[config.mk]
export PLATFORM = sky130hd
export DESIGN_NAME = perf_counter_arbiter
export DESIGN_NICKNAME = d
export VERILOG_FILES = /design/src/rtl/perf_counter_arbiter.sv
export SDC_FILE = /design/constraint.sdc
export NUM_CORES = 1
export LEC_CHECK = 0
export ABC_AREA = 1
export BUFFER_PORTS_ARGS = -buffer_cell sky130_fd_sc_hd__buf_4
export CELL_PAD_IN_SITES_DETAIL_PLACEMENT = 0
export CELL_PAD_IN_SITES_GLOBAL_PLACEMENT = 1
export CORE_ASPECT_RATIO = 0.5
export CORE_MARGIN = 3
export CORE_UTILIZATION = 30
export CTS_CLUSTER_DIAMETER = 100
export DETAILED_ROUTE_END_ITERATION = 10
export PLACE_DENSITY = 0.85
export SYNTH_ARGS = -nofsm -noshare
export SYNTH_HDL_FRONTEND = slang
export SYNTH_SLANG_ARGS = --single-unit
[constraint.sdc]
create_clock -name clk -period 1.59 [get_ports clk]
set_input_delay 0.318 -clock clk [delete_from_list [all_inputs] [get_ports clk]]
set_output_delay 0.318 -clock clk [all_outputs]
set_load 0.005 [all_outputs]
[src/rtl/perf_counter_arbiter.sv]
// Round-robin arbiter that shares one performance-counter control slave between
// NUM_REQ requesters and keeps the destructive global-reset write with a single owner.
module perf_counter_arbiter #(
   parameter int NUM_REQ     = 2,
   parameter int ADDR_W      = 5,
   parameter int DATA_W      = 32,
   parameter int RESET_OWNER = 0
) (
   input  logic                        clk,
   input  logic                        reset_n,
   input  logic [NUM_REQ-1:0]          req_valid,
   input  logic [NUM_REQ-1:0]          req_write,
   input  logic [NUM_REQ*ADDR_W-1:0]   req_address,
   input  logic [NUM_REQ*DATA_W-1:0]   req_writedata,
   output logic [NUM_REQ-1:0]          req_ready,
   output logic [NUM_REQ-1:0]          rsp_valid,
   output logic [DATA_W-1:0]           rsp_readdata,
   output logic [NUM_REQ-1:0]          rsp_denied,
   output logic [ADDR_W-1:0]           m_address,
   output logic                        m_write,
   output logic                        m_begintransfer,
   output logic [DATA_W-1:0]           m_writedata,
   input  logic [DATA_W-1:0]           m_readdata
);

   localparam int IDX_W = (NUM_REQ > 1) ? $clog2(NUM_REQ) : 1;

   // Handshake: a requester holds req_valid and payload until the cycle in which
   // req_ready pulses; rsp_valid later pulses once for that accepted request.
   typedef enum logic [1:0] {IDLE, ISSUE, WAIT, RESP} state_t;

   state_t            state;
   state_t            state_nxt;
   logic [IDX_W-1:0]  last_grant;
   logic [IDX_W-1:0]  cur;
   logic [IDX_W-1:0]  winner;
   logic [IDX_W-1:0]  hi_idx;
   logic [IDX_W-1:0]  lo_idx;
   logic              any_hi;
   logic              any_lo;
   logic              any_req;
   logic              grant;
   logic              lat_write;
   logic              lat_denied;
   logic [DATA_W-1:0] rd_q;
   logic              sel_write;
   logic [ADDR_W-1:0] sel_addr;
   logic [DATA_W-1:0] sel_wdata;
   logic              strip;

   // Round robin: lowest requesting index above last_grant, else lowest at or below it.
   always_comb begin
      any_hi = 1'b0;
      any_lo = 1'b0;
      hi_idx = '0;
      lo_idx = '0;
      for (int i = NUM_REQ - 1; i >= 0; i--) begin
         if (req_valid[i]) begin
            if (i > int'(last_grant)) begin
               any_hi = 1'b1;
               hi_idx = IDX_W'(i);
            end else begin
               any_lo = 1'b1;
               lo_idx = IDX_W'(i);
            end
         end
      end
      any_req = any_hi | any_lo;
      winner  = any_hi ? hi_idx : lo_idx;
   end

   assign grant = (state == IDLE) && any_req;

   always_comb begin
      sel_write = 1'b0;
      sel_addr  = '0;
      sel_wdata = '0;
      for (int i = 0; i < NUM_REQ; i++) begin
         if (winner == IDX_W'(i)) begin
            sel_write = req_write[i];
            sel_addr  = req_address[i*ADDR_W +: ADDR_W];
            sel_wdata = req_writedata[i*DATA_W +: DATA_W];
         end
      end
   end

   // Only the owner may set the global-reset bit; others still get the write, minus bit 0.
   assign strip = sel_write && (sel_addr == '0) && sel_wdata[0] &&
                  (winner != IDX_W'(RESET_OWNER));

   always_ff @(posedge clk) begin
      if (!reset_n) begin
         state <= IDLE;
      end else begin
         state <= state_nxt;
      end
   end

   always_comb begin
      state_nxt = state;
      case (state)
         IDLE:    if (any_req) state_nxt = ISSUE;
         ISSUE:   state_nxt = lat_write ? RESP : WAIT;
         WAIT:    state_nxt = RESP;
         RESP:    state_nxt = IDLE;
         default: state_nxt = IDLE;
      endcase
   end

   // Bus address/data are only reloaded on a grant so the slave readdata mux never glitches.
   always_ff @(posedge clk) begin
      if (!reset_n) begin
         last_grant  <= IDX_W'(NUM_REQ - 1);
         cur         <= '0;
         lat_write   <= 1'b0;
         lat_denied  <= 1'b0;
         m_address   <= '0;
         m_writedata <= '0;
         rd_q        <= '0;
      end else begin
         if (grant) begin
            last_grant  <= winner;
            cur         <= winner;
            lat_write   <= sel_write;
            lat_denied  <= strip;
            m_address   <= sel_addr;
            m_writedata <= {sel_wdata[DATA_W-1:1], sel_wdata[0] & ~strip};
         end
         if (state == WAIT) begin
            rd_q <= m_readdata;
         end
      end
   end

   always_comb begin
      req_ready       = '0;
      rsp_valid       = '0;
      rsp_denied      = '0;
      m_begintransfer = (state == ISSUE);
      m_write         = (state == ISSUE) && lat_write;
      rsp_readdata    = ((state == RESP) && !lat_write) ? rd_q : '0;
      for (int i = 0; i < NUM_REQ; i++) begin
         req_ready[i]  = grant && reset_n && (winner == IDX_W'(i));
         rsp_valid[i]  = (state == RESP) && (cur == IDX_W'(i));
         rsp_denied[i] = (state == RESP) && (cur == IDX_W'(i)) && lat_denied;
      end
   end

   a_ready_onehot : assert property (@(posedge clk) disable iff (!reset_n) $onehot0(req_ready));
   a_rsp_onehot   : assert property (@(posedge clk) disable iff (!reset_n) $onehot0(rsp_valid));
   a_denied_sub   : assert property (@(posedge clk) disable iff (!reset_n) (rsp_denied & ~rsp_valid) == '0);

endmodule

==> qor.yml <==
placed_design:
  dpl.hpwl_mm: 7.35
  dpl_cell_area_mm2: 0.00486
  io_buffers: 188
  gp_congestion: 0.774
  post-place-ws_ns: -0.0124
timing:
  slew_headroom: 0.785
  max_freq_ghz: 0.542
  fin_ws_ns: -0.256
  tightest_slew_ns: 0.319
  hold_viol: 0
  drv_slew: 0
  rsz0062_at_grt: "true"
  finalSetupViolCount: 34
  skew_ns: 0.00550
  period_minus_slack_ns: 1.85
  min_period_over_period: 1.16
worst_setup_path:
  worst-path-max-fanout: 16
  crit_chain: "ha_4, inv_2, or2_4, buf_16, nor2_1, buf_4"
  reg2regPathDepth: 7
  crit_arrival_ns: 1.53
  rrSetupSlack_ns: 0.12
  r2r-start: "state[1]"
  endpoint_kind: "output port"
  slowest_stage: "dfxtp_4"
  cp-start-kind: "flop"
  crit_buf_inv: 3
  r2r-end: "m_writedata[21]"
  path_delay_family: "flip-flops"
  critical_path.startpoint: "state[0]"
  worstPathRequired_ns: 1.27
  crit_type: "reg -> out"
  slowest_delay_ns: 0.38
flow_run:
  max_cap_viol_count: 0
logic_synthesis:
  synth_seq_cells: 75
  synth_cell_types: 28
  syn-cell-area_mm2: 0.00331
  yosysSeqAreaShare: 0.453
  synth_top_cell_area_share: 0.453
  synth_area_leaders: "dfxtp_1 (45%), o21ai_0 (10%), nand2_1 (9.3%)"
  yosys_warnings: 0
  syn_nets: 564
  synth.avg_cell_area_um2: 7.41
  synth.largest_area_cell: "dfxtp_1"
  syn_inst: 447
global_routing:
  track_usage: 0.164
  grt_max_degree: 78
  antenna_found_initial: 0
  grt_pass1_vias: 3306
  overflow: 0
  grt_pass1_wl_mm: 16.3
clock_tree:
  numCtsBuffers: 9
  clk_pin_slew_ns: 0.06
  tritoncts: "yes"
  cts_num_sinks: 75
  htreeDepth: 3
  cts_max_path_buffers: 2
  insertion_delay_ns: 0.32
  root_buffer: "clkbuf_16"
  hold_buffers: 0
hold_path:
  holdCritStartpoint: "req_writedata[45]"
  whs_endpoint: "m_writedata[13]"
  hp-class: "in -> reg"
  hold-path-cell-count: 3
floorplan:
  rows: 26
  die_x_um: 155
  core-area_mm2: 0.0105
  die-area_mm2: 0.0124
  die_h_um: 80.3
  initial_core_util: 0.316
  io_pins: 189
status:
  violations: "setup timing"
  status: "finished with violations"
routing:
  totalWireLength_mm: 10.3
  drc: 0
  routedWlPerCell_um: 13.2
  dr_wl_met2_mm: 5.29
  drt_iter0_drc: 219
  dr.max_layer_used: "met4"
  wl_met3_um: 687
  dr.pass1.iters: 4
  ant_nets: 0
  dr_total_vias: 3565
  avgViaCountPerCell: 4.58
  wl_met1_mm: 4.19
final_layout:
  diodes: 0
  drive_above_1_share: 0.421
  final_common_cell: "buf_4"
  nets: 751
  layout_common_cells: "buf_4 (204), nand2_1 (80), dfxtp_1 (73), o21ai_0 (65), inv_1 (43)"
  final_area_mm2: 0.00535
  areaGrowthSynthToFinish_pct: 61.5
power_and_ir_drop:
  irDropWorstVdd_mv: 0.704
  p_leak_nw: 2.46
  pwr_density_cell_mw_per_mm2: 1500
## synth_stat cells (all sizes together)
library cell   n
buf           20
a21oi         39
dfxtp         75
nor2          41
a311oi         2
nand2         84
nor3           3
nand3          6
clkbuf        13
a31oi         34
or2            1
o21ai         70
nand4          1
clkinv         1
ha             5
nand3b         2
o21bai         1
inv           49
## cell type report
class,instances,area [um2]
multi-input cells,289,1550
repair buffers,209,1630
inverters,50,195
clock buffers,11,243
flip-flops and latches,75,1510
clock inverters,5,52.6
fillers,1023,5120
well taps,140,175
## worst max path at each step
stage                             endpoint  slack, ns  cells past startpoint
after floorplan           rsp_readdata[10]       0.04                      6
after global placement    rsp_readdata[12]       0.06                      6
after detailed placement   rsp_readdata[7]      -0.01                      6
after CTS                 rsp_readdata[14]      -0.26                      6
after global routing      rsp_readdata[20]      -0.31                      6
final                     rsp_readdata[31]      -0.26                      6
## cells by family (layout without fill, tap and decap cells)
family                   count (synthesis)  count (layout)  share of synthesized area
adder cells (fa/ha/maj)                  5               5                     0.0189
AND/OR/NAND/NOR                        138             138                      0.170
flip-flops                              75              75                      0.453
AO/OA/AOI/OAI                          146             146                      0.244
buffers and inverters                   83             275                      0.115
## worst reg2reg max path: stages (launching register included)
cell and delay (ns):
dfxtp_4 0.36, inv_2 0.09, ha_4 0.14, inv_1 0.07
a21oi_4 0.16, buf_12 0.30, o21ai_0 0.13, a31oi_1 0.16
## sequential cells by signal, indices dropped and copies added (netlist names)
| name | count |
|---|---|
| cur | 1 |
| last_grant | 1 |
| lat_denied | 1 |
| lat_write | 1 |
| m_address | 5 |
| m_writedata | 32 |
| rd_q | 32 |
| state | 2 |
## metal layers
metal,vias to the layer above,GRT usage
met1,1602,0.184
met5,-,0
met4,0,0.0529
met3,12,0.0565
li1,1847,-
met2,104,0.296
## stage by stage
stage	std cells	TNS (ns)	hold WS [ns]	power [mW]	utilization
floorplan	447	0	0.430	4.56	-
global placement	758	0	0.443	5.74	0.464
detailed placement	758	-0.0124	0.447	5.79	0.464
CTS	775	-8.19	0.246	7.95	0.500
global route	779	-9.82	0.254	8.60	0.511
finish	779	-7.88	0.261	8.01	0.511
## report_power, final
part	internal (mW)	total, mW	switching [mW]
clock	1.25	2.00	0.751
sequential	2.60	2.90	0.306
combinational	1.45	3.11	1.66
## timing repair
action                     4_1_cts  5_1_grt
hold endpoints to repair         0        0
gates cloned                     1        0
pin swaps                        0        3
setup endpoints to repair       36       64
setup buffers                    0        4
resized for setup               23       25
(Power assumes the default switching activity.)
